File: src/rtl/cu_op_arbiter_if.sv
// Request/response bus between the two ALU masters and cu_op_arbiter.
// The master modport describes the requester side; slave is the arbiter side.
interface cu_op_arbiter_if;
    logic       req0;
    logic       req1;
    logic [2:0] op0;
    logic [2:0] op1;
    logic [3:0] a0;
    logic [3:0] a1;
    logic [3:0] b0;
    logic [3:0] b1;
    logic       ack0;
    logic       ack1;
    logic       rsp_valid;
    logic       rsp_id;
    logic [3:0] rsp_data;
    logic       rsp_zero;

    modport master (
        output req0, req1, op0, op1, a0, a1, b0, b1,
        input  ack0, ack1, rsp_valid, rsp_id, rsp_data, rsp_zero
    );

    modport slave (
        input  req0, req1, op0, op1, a0, a1, b0, b1,
        output ack0, ack1, rsp_valid, rsp_id, rsp_data, rsp_zero
    );
endinterface

File: src/rtl/cu_op_arbiter.sv
// Round-robin arbiter for two ALU masters that sequences each granted op through
// the 4-bit computational unit (load x0, load y0, execute, write back) and returns the result.
module cu_op_arbiter #(
    parameter bit OREG_WB = 1'b1
) (
    input  logic                  clk,
    input  logic                  reset_n,
    cu_op_arbiter_if.slave        bus,
    input  logic [3:0]            data_bus,
    input  logic                  r_eq_0,
    output logic [3:0]            source_sel,
    output logic [3:0]            nibble_ir,
    output logic [8:0]            reg_en,
    output logic                  x_sel,
    output logic                  y_sel,
    output logic                  i_sel
);
    localparam logic [2:0] S_IDLE = 3'd0;
    localparam logic [2:0] S_LDX  = 3'd1;
    localparam logic [2:0] S_LDY  = 3'd2;
    localparam logic [2:0] S_EXE  = 3'd3;
    localparam logic [2:0] S_WB   = 3'd4;

    logic [2:0] state;
    logic [2:0] state_nxt;
    logic       last_grant;
    logic       win0;
    logic       win1;
    logic       grant_ok;
    logic [2:0] op_q;
    logic [3:0] a_q;
    logic [3:0] b_q;
    logic       id_q;
    logic       rsp_valid_q;
    logic       rsp_id_q;
    logic [3:0] rsp_data_q;
    logic       rsp_zero_q;

    // On a tie the master that was not granted last time wins.
    assign win0     = bus.req0 && (!bus.req1 || last_grant);
    assign win1     = bus.req1 && (!bus.req0 || !last_grant);
    assign grant_ok = reset_n && (state == S_IDLE);

    assign bus.ack0      = grant_ok && win0;
    assign bus.ack1      = grant_ok && win1;
    assign bus.rsp_valid = rsp_valid_q;
    assign bus.rsp_id    = rsp_id_q;
    assign bus.rsp_data  = rsp_data_q;
    assign bus.rsp_zero  = rsp_zero_q;

    assign x_sel = 1'b0;
    assign y_sel = 1'b0;
    assign i_sel = 1'b0;

    always_comb begin
        state_nxt = S_IDLE;
        case (state)
            S_IDLE:  state_nxt = (bus.req0 || bus.req1) ? S_LDX : S_IDLE;
            S_LDX:   state_nxt = S_LDY;
            S_LDY:   state_nxt = S_EXE;
            S_EXE:   state_nxt = S_WB;
            default: state_nxt = S_IDLE;
        endcase
    end

    always_ff @(posedge clk or negedge reset_n) begin
        if (!reset_n) begin
            state       <= S_IDLE;
            last_grant  <= 1'b1;
            op_q        <= 3'd0;
            a_q         <= 4'd0;
            b_q         <= 4'd0;
            id_q        <= 1'b0;
            rsp_valid_q <= 1'b0;
            rsp_id_q    <= 1'b0;
            rsp_data_q  <= 4'd0;
            rsp_zero_q  <= 1'b0;
        end else begin
            state       <= state_nxt;
            rsp_valid_q <= (state == S_WB);
            if (state == S_IDLE && (win0 || win1)) begin
                op_q       <= win1 ? bus.op1 : bus.op0;
                a_q        <= win1 ? bus.a1  : bus.a0;
                b_q        <= win1 ? bus.b1  : bus.b0;
                id_q       <= win1;
                last_grant <= win1;
            end
            // Result is on the bus during WB because source_sel selects r.
            if (state == S_WB) begin
                rsp_data_q <= data_bus;
                rsp_zero_q <= r_eq_0;
                rsp_id_q   <= id_q;
            end
        end
    end

    always_comb begin
        source_sel = 4'd10;
        nibble_ir  = 4'd0;
        reg_en     = 9'd0;
        case (state)
            S_LDX: begin
                source_sel = 4'd8;
                nibble_ir  = a_q;
                reg_en[0]  = 1'b1;
            end
            S_LDY: begin
                source_sel = 4'd8;
                nibble_ir  = b_q;
                reg_en[2]  = 1'b1;
            end
            S_EXE: begin
                source_sel = 4'd10;
                nibble_ir  = {1'b0, op_q};
                reg_en[4]  = 1'b1;
            end
            S_WB: begin
                source_sel = 4'd4;
                reg_en[8]  = OREG_WB;
            end
            default: begin
                source_sel = 4'd10;
            end
        endcase
    end
endmodule

File: src/flat_wrapper.sv
// flat-port wrapper written by rule: the top's interface ports become plain ports
module cu_op_arbiter_flat 
#(
    parameter bit OREG_WB = 1'b1
)
  (clk, reset_n, data_bus, r_eq_0, source_sel, nibble_ir, reg_en, x_sel, y_sel, i_sel, bus_req0, bus_req1, bus_op0, bus_op1, bus_a0, bus_a1, bus_b0, bus_b1, bus_ack0, bus_ack1, bus_rsp_valid, bus_rsp_id, bus_rsp_data, bus_rsp_zero);
  cu_op_arbiter_if bus_i ();
  input  logic clk;
  input  logic reset_n;
  input  logic [3:0] data_bus;
  input  logic r_eq_0;
  output logic [3:0] source_sel;
  output logic [3:0] nibble_ir;
  output logic [8:0] reg_en;
  output logic x_sel;
  output logic y_sel;
  output logic i_sel;
  input wire logic [$bits(bus_i.req0)-1:0] bus_req0;
  input wire logic [$bits(bus_i.req1)-1:0] bus_req1;
  input wire logic [$bits(bus_i.op0)-1:0] bus_op0;
  input wire logic [$bits(bus_i.op1)-1:0] bus_op1;
  input wire logic [$bits(bus_i.a0)-1:0] bus_a0;
  input wire logic [$bits(bus_i.a1)-1:0] bus_a1;
  input wire logic [$bits(bus_i.b0)-1:0] bus_b0;
  input wire logic [$bits(bus_i.b1)-1:0] bus_b1;
  output wire logic [$bits(bus_i.ack0)-1:0] bus_ack0;
  output wire logic [$bits(bus_i.ack1)-1:0] bus_ack1;
  output wire logic [$bits(bus_i.rsp_valid)-1:0] bus_rsp_valid;
  output wire logic [$bits(bus_i.rsp_id)-1:0] bus_rsp_id;
  output wire logic [$bits(bus_i.rsp_data)-1:0] bus_rsp_data;
  output wire logic [$bits(bus_i.rsp_zero)-1:0] bus_rsp_zero;
  assign bus_i.req0 = bus_req0;
  assign bus_i.req1 = bus_req1;
  assign bus_i.op0 = bus_op0;
  assign bus_i.op1 = bus_op1;
  assign bus_i.a0 = bus_a0;
  assign bus_i.a1 = bus_a1;
  assign bus_i.b0 = bus_b0;
  assign bus_i.b1 = bus_b1;
  assign bus_ack0 = bus_i.ack0;
  assign bus_ack1 = bus_i.ack1;
  assign bus_rsp_valid = bus_i.rsp_valid;
  assign bus_rsp_id = bus_i.rsp_id;
  assign bus_rsp_data = bus_i.rsp_data;
  assign bus_rsp_zero = bus_i.rsp_zero;
  cu_op_arbiter #(.OREG_WB(OREG_WB)) u_core (.clk(clk), .reset_n(reset_n), .bus(bus_i), .data_bus(data_bus), .r_eq_0(r_eq_0), .source_sel(source_sel), .nibble_ir(nibble_ir), .reg_en(reg_en), .x_sel(x_sel), .y_sel(y_sel), .i_sel(i_sel));
endmodule
File: config.mk
export PLATFORM = sky130hd
export DESIGN_NAME = cu_op_arbiter_flat
export DESIGN_NICKNAME = d
export VERILOG_FILES = /design/src/rtl/cu_op_arbiter_if.sv /design/src/rtl/cu_op_arbiter.sv /design/src/flat_wrapper.sv
export SDC_FILE = /design/constraint.sdc
export NUM_CORES = 1
export LEC_CHECK = 0
export ABC_AREA = 0
export CAP_MARGIN = 20
export CORE_ASPECT_RATIO = 1.2
export CORE_UTILIZATION = 42
export DETAILED_ROUTE_END_ITERATION = 6
export MAX_ROUTING_LAYER = met4
export PLACE_DENSITY = 0.84
export REMOVE_ABC_BUFFERS = 1
export SLEW_MARGIN = 20
export SYNTH_ARGS = -nofsm -noshare
export SYNTH_HDL_FRONTEND = slang
export SYNTH_SLANG_ARGS = --single-unit
File: constraint.sdc
create_clock -name clk -period 4.85 [get_ports clk]
set_input_delay 0.97 -clock clk [delete_from_list [all_inputs] [get_ports clk]]
set_output_delay 0.97 -clock clk [all_outputs]
set_load 0.005 [all_outputs]
Word level (Yosys, flattened, before mapping)
Index checks and enable logic that the tools add are counted.
Cells by class
  reduce and logical (&&, ||, !) cells: 15
  equality and inequality tests: 4
  mux-type cells: 11
Operator list (count)
  one-hot mux 3 bit (4 select lines): 1
  one-hot mux 4 bit (3 select lines): 1
  2-to-1 mux 4 bit: 2
  one-hot mux 4 bit (2 select lines): 1
  == test 3 x 2 -> 1 bit, second input constant: 2
  logical AND 1 bit: 6
  2-to-1 mux 1 bit: 5
  logical OR 1 bit: 4
  == test 3 x 1 -> 1 bit, second input constant: 1
  == test 3 bit, second input constant: 1
  logical NOT 1 bit: 3
  logical NOT 3 bit: 1
  2-to-1 mux 3 bit: 1
  OR reduction 2 bit: 1
Word-level totals
  input bits: 31
  register bits after elaboration: 23
  word-level logic and storage cells: 40
  output and inout port bits: 29

Longest topological paths before layout
Gate-level depths: netlist of run 1.
  depth after elaboration: 5
  mapped depth: 4
  gate-level depth less buffers: 3

Least setup slack after synthesis of run 1
Ideal clock, no wire load.
  path type: input port to output port
  start point: in bus_req1
  end point: out bus_ack1
  path slack: 2095 ps
  data required time: 3880 ps
  data arrival time: 1785 ps
  buffers on the path: 1
  cell stages on the path: 3
  path through: or4b_4 -> clkbuf_2 -> nor3_1
Between the ends
  word-level cells in the longest chain between the ends: 2
Ends and longest elaborated chain
  start, declared: line flat_wrapper.sv:19  | input wire logic [$bits(bus_i.req1)-1:0] bus_req1;
  logical AND 1 bit: line cu_op_arbiter.sv:41  | assign win1 = bus.req1 && (!bus.req0 || !last_grant);
  logical AND 1 bit: line cu_op_arbiter.sv:45  | assign bus.ack1 = grant_ok && win1;
  end, declared: line flat_wrapper.sv:27  | output wire logic [$bits(bus_i.ack1)-1:0] bus_ack1;
No other way between the ends.

Worst setup path after layout of run 1
Ends and elaborated chain as after synthesis.

==> results_dict.tcl, run 1 <==
set metrics [dict create \
    status "finished, final reports clean" \
    setup_violations 0 \
    cts_inserted_buffers 3 \
    rows 20 \
    overflow 0 \
    drt_first_iter_violations 16 \
    rr_startpoint "u_core.state[1]" \
    nNetsFinal 182 \
    worstMarginPinSlew_ns 0.609 \
    reg2reg_depth 3 \
    vias_per_cell 5.23 \
    tns_ns 0 \
    initial_utilization_pct 45.5 \
    clk_path_buf_depth 2 \
    ant_nets 0 \
    drive_above_1_share_pct 20.0 \
    rsz0062_at_grt "no" \
    drc 0 \
    worstSetupPathType "in -> out" \
    syn_to_final_growth_pct 42.6 \
    async_flop_share_pct 100 \
    cts_tree "built" \
    die_h_um 60.2 \
    antenna_found_initial 0 \
    final_area_um2 1690 \
    first_global_vias 944 \
    fmax_mhz 264 \
    ys_types 29 \
    r2r-end "u_core.b_q[3]" \
    synthAdderAreaFrac_pct 0 \
    syn_inst 104 \
    core_area_um2 2600 \
    final-hold-violation-count 0 \
    holdPathEnd "u_core.bus.rsp_data[1]" \
    first_pass_iters 4 \
    r2r_setup_slack_ns 2.93 \
    synth-simple-area-share_pct 15.8 \
    synth_top_family_by_area "compound AO/OA/AOI/OAI gates" \
    synth_compound_area_share_pct 16.1 \
    routed_wl_um 2530 \
    crit_arrival_ns 2.82 \
    synth_ff_type "dfrtp_1" \
    port_buffers 50 \
    diodes 0 \
    yosys-top-cells-area "dfrtp_1 46%, o221a_2 10%, mux2_2 8.6%, buf_4 6.3%, or3_1 5.8%" \
    die-area_um2 3040 \
    syn_area_um2 1180 \
    muxShareOfSynthArea_pct 8.55 \
    clock_sinks 23 \
    min_period_ns 3.79 \
    hold_class "reg -> reg" \
    yosysWarnings 0 \
    post-synth-top-area-cell "dfrtp_1" \
    wl_per_cell_um 13.8 \
    dieWidth_um 50.5 \
    insertion_delay_ns 0.32 \
    ys_seq_area_share_pct 48.7 \
    syn_area_per_cell_um2 11.4 \
    post-route-period-util_pct 78.1 \
    grt_max_degree 25 \
    ctsResizeCount 0 \
    cts-htree-levels 1 \
    max_cap_violations 0 \
    hold_path_depth 1 \
    dp.cells 179 \
    instances_no_fill 183 \
    grt_first_pass_wirelength_um 4000 \
    postCtsSetupBuffers 0 \
    max-slew-margin-rel_pct 59.2 \
    drv_slew 0 \
    gp_congestion 0.812 \
    hold_buffers 0 \
    worstSetupEndpointType "output port" \
    dpl_cell_area_um2 1660 \
    powerDensity_nw_per_um2 568 \
    peakVddDrop_uv 333 \
    place_hpwl_um 1950 \
    synth-seq-cells 23 \
    root_buffer "clkbuf_4" \
    grtUsageTotal_pct 18.4 \
    holdCritStartpoint "u_core.bus.rsp_data[1]" \
    yosysTopAreaCellShare_pct 46.5 \
    hold_ws_ns 0.521 \
    worstPathMaxFanout 13 \
    power_leakage_nw 0.668 \
    synthXorXnorAreaFrac_pct 0.739 \
    crit_path_start_kind "input port" \
    crit_required_ns 3.88 \
    cts.clk_slew.worst_paths_ns 0.13 \
    vias 957 \
    clock_skew_ns 0.00570 \
    ioPinCount 60 \
    synth-edff-count 0 \
]
==> sequential cells by signal, indices dropped and copies added (netlist names) <==
signal,flops
u_core.a_q,4
u_core.b_q,4
u_core.bus.rsp_data,4
u_core.op_q,3
u_core.state,3
u_core.bus.rsp_id,1
u_core.bus.rsp_valid,1
u_core.bus.rsp_zero,1
u_core.id_q,1
u_core.last_grant,1
==> area by class of cell <==
cell class                 count  area, um^2
timing repair buffer          51         508
multi-input combinational     69         522
tap                           33        41.3
inverter                       3        11.3
sequential                    23         577
clock buffer                   3        22.5
clock inverter                 1        7.51
fill                         229         913
==> worst max-delay path by stage <==
stage / startpoint / to / cells after the start
6_report: bus_req1 / bus_ack1 / 4
5_1_grt: bus_req1 / bus_ack1 / 4
4_1_cts: bus_req1 / bus_ack1 / 4
3_5_place_dp: bus_req1 / bus_ack1 / 4
3_3_place_gp: bus_req1 / bus_ack1 / 4
2_1_floorplan: bus_req1 / bus_ack1 / 2
==> cell usage after synthesis, types with 2 or more instances <==
cell,n
dfrtp_1,22
o221a_2,11
or3_1,11
buf_4,10
mux2_2,9
clkbuf_1,4
nor2_1,4
a22oi_1,3
inv_1,3
nor3b_1,3
a21oi_1,2
buf_2,2
nor3_1,2
o21ai_0,2
or2_2,2
==> critical path, stage by stage <==
cell,delay (ns)
clkdlybuf4s50_1,0.52
or4b_4,0.56
nor3_1,0.23
clkdlybuf4s50_1,0.53
==> placed cells by master, fill, tap and decap left out <==
master,count
a21oi_1,2
clkbuf_4,3
a21boi_0,1
nand3_1,1
dfstp_2,1
or3_1,11
inv_1,3
conb_1,9
and3b_1,1
o221a_2,11
xor2_1,1
nor3b_2,1
o21ai_0,2
or2_2,2
buf_4,1
o21a_1,1
and2_1,1
dfrtp_1,22
a22oi_1,3
mux2_2,9
nor2b_1,1
nor3b_1,3
nand2b_1,1
clkdlybuf4s50_1,50
or4b_4,1
clkinvlp_4,1
a22o_1,1
nor2_1,4
nor3_1,2
==> where the power goes <==
group	switching (mW)	internal [mW]	leakage, nW
Clock	0.0583	0.0315	0.0139
Sequential	0.0824	0.287	0.266
Combinational	0.172	0.328	0.388
==> stage by stage <==
step,utilization [%],total power [mW],worst slack [ns]
2_1_floorplan,-,0.621,2.19
3_3_place_gp,63.7,0.860,1.13
3_5_place_dp,63.7,0.876,1.06
4_1_cts,64.9,0.966,1.04
5_1_grt,64.9,1.03,0.992
6_report,64.9,0.960,1.06
==> layer usage <==
layer / wire [um] / share of wire, % / vias to the layer above / track usage (%)
met2: 1280 / 51 / 45 / 32.0
met3: 124 / 4.9 / 5 / 2.54
met4: 34 / 1.3 / 0 / 9.13
li1: - / - / 454 / -
met1: 1100 / 43 / 453 / 20.7
met5: 0 / 0 / - / -
==> kinds of logic (layout without fill, tap and decap cells) <==
| kind of cell | after synthesis | count (layout) |
|---|---|---|
| other | 1 | 9 |
| XOR/XNOR | 1 | 1 |
| AND/OR/NAND/NOR | 29 | 29 |
| multiplexers | 9 | 9 |
| buffers and inverters | 20 | 58 |
| AO/OA/AOI/OAI | 21 | 21 |
| flip-flops | 23 | 23 |
Power figures use the tool's default switching activity.
==> inputs of run 2 (changes only) <==
CORE_UTILIZATION = 39   (was 42)
PLACE_DENSITY = 0.79   (was 0.84)
clock period = 3.7 ns   (was 4.85 ns; I/O delays follow)
==> results_dict.tcl, run 2 (synthesis results as in run 1) <==
set metrics [dict create \
    nNetsFinal 183 \
    worstSetupEndpointType "output port" \
    core_area_um2 2840 \
    routed_wl_um 2610 \
    rsz0062_at_grt "no" \
    ant_nets 0 \
    grtUsageTotal_pct 17.2 \
    drive_above_1_share_pct 19.9 \
    worstSetupPathType "in -> out" \
    crit_required_ns 2.96 \
    crit_family "buffers and inverters" \
    worstMarginPinSlew_ns 0.594 \
    vias_per_cell 5.17 \
    tns_ns 0 \
    powerDensity_nw_per_um2 742 \
    first_pass_iters 4 \
    ioPinCount 60 \
    grt_max_degree 24 \
    final_cell_mix "50 x clkdlybuf4s50_1, 22 x dfrtp_1, 11 x or3_1, 11 x o221a_2" \
    die_h_um 62.4 \
    cp_slowest_stage_delay_ns 0.55 \
    rows 21 \
    grt_first_pass_wirelength_um 4110 \
    post-route-period-util_pct 89.0 \
    cts-htree-levels 1 \
    clock_skew_ns 0.00681 \
    ctsResizeCount 0 \
    power_mw 1.26 \
    peakVddDrop_uv 369 \
    clk_path_buf_depth 2 \
    setup_violations 0 \
    status "finished, final reports clean" \
    worstPathMaxFanout 13 \
    critPathMostFrequentCell "clkdlybuf4s50_1" \
    cts_tree "built" \
    place_hpwl_um 1960 \
    fmax_mhz 304 \
    crit_chain "clkdlybuf4s50_1 > or4b_4 > nor3_1 > clkdlybuf4s50_1" \
    hold_class "reg -> reg" \
    diodes 0 \
    hold_buffers 0 \
    insertion_delay_ns 0.31 \
    crit_arrival_ns 2.55 \
    drc 0 \
    root_buffer "clkbuf_4" \
    gp_congestion 0.755 \
    wl_per_cell_um 14.1 \
    crit_path_start_kind "input port" \
    power_leakage_nw 0.674 \
    antenna_found_initial 0 \
    port_buffers 50 \
    final_common_cell "clkdlybuf4s50_1" \
    drt_first_iter_violations 9 \
    fillers 243 \
    cp_slowest_cell "or4b_4" \
    vias 956 \
    worst-path-buf-inv 2 \
    postCtsSetupBuffers 0 \
    first_global_vias 981 \
    final-hold-violation-count 0 \
    cts.clk_slew.worst_paths_ns 0.11 \
    max-slew-margin-rel_pct 60.2 \
    pre_cts_ws_ns 0.412 \
    die-area_um2 3260 \
    initial_utilization_pct 41.8 \
    cts_inserted_buffers 3 \
    max_cap_violations 0 \
    overflow 0 \
    syn_to_final_growth_pct 43.0 \
    drv_slew 0 \
    worst_slack_ns 0.409 \
    dieWidth_um 52.3 \
    clock_sinks 23 \
    min_period_ns 3.29 \
]
-- run 2: changes by cell type in the layout (fill, tap and decap cells not counted), sizes merged --
| cell | change |
|---|---|
| clkinvlp | -1 |
| buf | +1 |
| clkbuf | +1 |
-- run 2: layer usage --
layer | global-route usage (%) | routed length, um | vias up
li1 | - | - | 457
met3 | 2.43 | 150 | 4
met4 | 7.89 | 50 | 0
met1 | 17.4 | 1030 | 456
met2 | 31.2 | 1380 | 39
met5 | - | 0 | -
-- run 2: final timing paths --
path,from,end,slack (ns),depth (start not counted)
worst min register to register,u_core.bus.rsp_data[3],u_core.bus.rsp_data[3],0.52,1
min in group asynchronous,reset_n,u_core.a_q[0],0.85,2
worst min-delay path,u_core.bus.rsp_data[3],u_core.bus.rsp_data[3],0.52,1
max in group asynchronous,reset_n,u_core.last_grant,2.58,2
worst max-delay path,bus_req1,bus_ack1,0.41,4
worst max register to register,u_core.state[1],u_core.op_q[1],1.89,3
-- run 2: layout make-up --
| type | instances | area (um^2) | share of cell area, % |
|---|---|---|---|
| timing repair buffer | 52 | 515 | 30.4 |
| sequential | 23 | 577 | 34.0 |
| multi-input combinational | 69 | 522 | 30.8 |
| tap | 34 | 42.5 | 2.51 |
| inverter | 3 | 11.3 | 0.665 |
| clock buffer | 4 | 26.3 | 1.55 |
-- run 2: power by group --
group	leakage, nW	switching [mW]	internal [mW]
Combinational	0.393	0.222	0.434
Clock	0.0150	0.0724	0.0421
Sequential	0.266	0.111	0.376
-- run 2: metrics by stage --
step	area [um^2]	std cells	hold WS, ns	util (%)
final	1690	185	0.520	59.7
after global placement	1670	181	0.488	58.8
after floorplan	1110	95	0.444	-
after global routing	1690	185	0.531	59.7
after detailed placement	1670	181	0.494	58.8
after CTS	1690	185	0.522	59.7
==> inputs of run 3 (changes only) <==
RECOVER_POWER = 100   (was default)
==> results_dict.tcl, run 3 (synthesis results as in run 1) <==
set metrics [dict create \
    status "finished, final reports clean" \
    worstSetupPathType "in -> out" \
    grtUsageTotal_pct 17.2 \
    drc 0 \
    ctsResizeCount 0 \
    dieWidth_um 52.3 \
    power_mw 1.20 \
    dpl_cell_area_um2 1670 \
    final-hold-violation-count 0 \
    first_pass_iters 3 \
    die_h_um 62.4 \
    port_buffers 50 \
    gp_congestion 0.755 \
    fmax_mhz 293 \
    hold_class "reg -> reg" \
    cts-htree-levels 1 \
    cts_tree "built" \
    core_area_um2 2840 \
    worstMarginPinSlew_ns 1.16 \
    critPathMostFrequentCell "clkdlybuf4s50_1" \
    antenna_found_initial 0 \
    crit_family "buffers and inverters" \
    min_period_ns 3.41 \
    insertion_delay_ns 0.31 \
    ioPinCount 60 \
    crit_required_ns 2.96 \
    cp_slowest_stage_delay_ns 0.64 \
    tns_ns 0 \
    r2r_setup_slack_ns 1.68 \
    holdPathEnd "u_core.bus.rsp_data[3]" \
    root_buffer "clkbuf_4" \
    holdCritStartpoint "u_core.bus.rsp_data[3]" \
    worstPathMaxFanout 13 \
    crit_start "bus_req1" \
    cp_slowest_cell "or4b_1" \
    cts.clk_slew.worst_paths_ns 0.11 \
    first_global_vias 981 \
    worst-path-buf-inv 2 \
    post-route-period-util_pct 92.1 \
    max-slew-margin-rel_pct 22.9 \
    max_cap_violations 0 \
    r2r-end "u_core.bus.rsp_data[2]" \
    postCtsSetupBuffers 0 \
    clock_skew_ns 0.00663 \
    crit_chain "clkdlybuf4s50_1 > or4b_1 > nor3_1 > clkdlybuf4s50_1" \
    final_cell_mix "31 x clkdlybuf4s50_1, 22 x dfrtp_1, 19 x dlygate4sd3_1" \
    peakVddDrop_uv 346 \
    final_area_um2 1680 \
    cts_inserted_buffers 3 \
    hold_path_depth 1 \
    hold_ws_ns 0.514 \
    drt_first_iter_violations 19 \
    final_common_cell "clkdlybuf4s50_1" \
    vias_per_cell 5.20 \
    worstSetupEndpointType "output port" \
    crit_path_start_kind "input port" \
    place_hpwl_um 1960 \
    overflow 0 \
    routed_wl_um 2580 \
    nNetsFinal 183 \
    grt_first_pass_wirelength_um 4110 \
    vias 962 \
    syn_to_final_growth_pct 41.6 \
    powerDensity_nw_per_um2 715 \
    hold_buffers 0 \
    rows 21 \
    reg2reg_depth 2 \
    die-area_um2 3260 \
    clk_path_buf_depth 2 \
    drive_above_1_share_pct 17.2 \
    diodes 0 \
    crit_arrival_ns 2.67 \
    rsz0062_at_grt "no" \
    power_leakage_nw 0.689 \
    clock_sinks 23 \
    setup_violations 0 \
    instances_no_fill 185 \
    grt_max_degree 24 \
    initial_utilization_pct 41.8 \
    wl_per_cell_um 13.9 \
    ant_nets 0 \
    dp.cells 181 \
    rr_startpoint "u_core.state[0]" \
    drv_slew 0 \
]
==> run 3: cell count changes in the layout (fill, tap and decap cells not counted), sizes merged <==
cell           previous run  this run
dlygate4sd3               0        19
clkbuf                    4         6
buf                       2         0
clkdlybuf4s50            50        31
==> run 3: cell type report <==
class / count / area [um^2]
Inverter: 3 / 11.3
Timing Repair Buffer: 52 / 508
Fill cell: 248 / 1160
Sequential cell: 23 / 577
Clock buffer: 4 / 26.3
Tap cell: 34 / 42.5
Multi-Input combinational cell: 69 / 513
==> run 3: how the worst max path moves through the flow <==
stage / cells past startpoint / end / slack (ns)
after floorplan: 2 / bus_ack1 / 1.50
after global placement: 4 / bus_ack1 / 0.44
after detailed placement: 4 / bus_ack1 / 0.41
after CTS: 4 / bus_ack1 / 0.40
after global routing: 4 / bus_ack1 / 0.19
final: 4 / bus_ack1 / 0.29
==> run 3: per-layer routing <==
metal	GRT usage, %	routed length, um	up-vias
met2	31.2	1390	39
li1	-	-	458
met1	17.4	991	461
met3	2.43	141	4
met4	7.89	51	0
met5	-	0	-
==> run 3: power by group <==
part	switching [mW]	leakage (nW)	internal, mW	total, mW
combinational	0.218	0.408	0.387	0.604
sequential	0.105	0.266	0.376	0.482
clock	0.0725	0.0150	0.0421	0.115
==> run 3: through the flow <==
step	util [%]	setup WS [ns]
global placement	58.8	0.442
detailed placement	58.8	0.412
global route	59.1	0.188
CTS	59.7	0.398
finish	59.1	0.291
floorplan	-	1.50
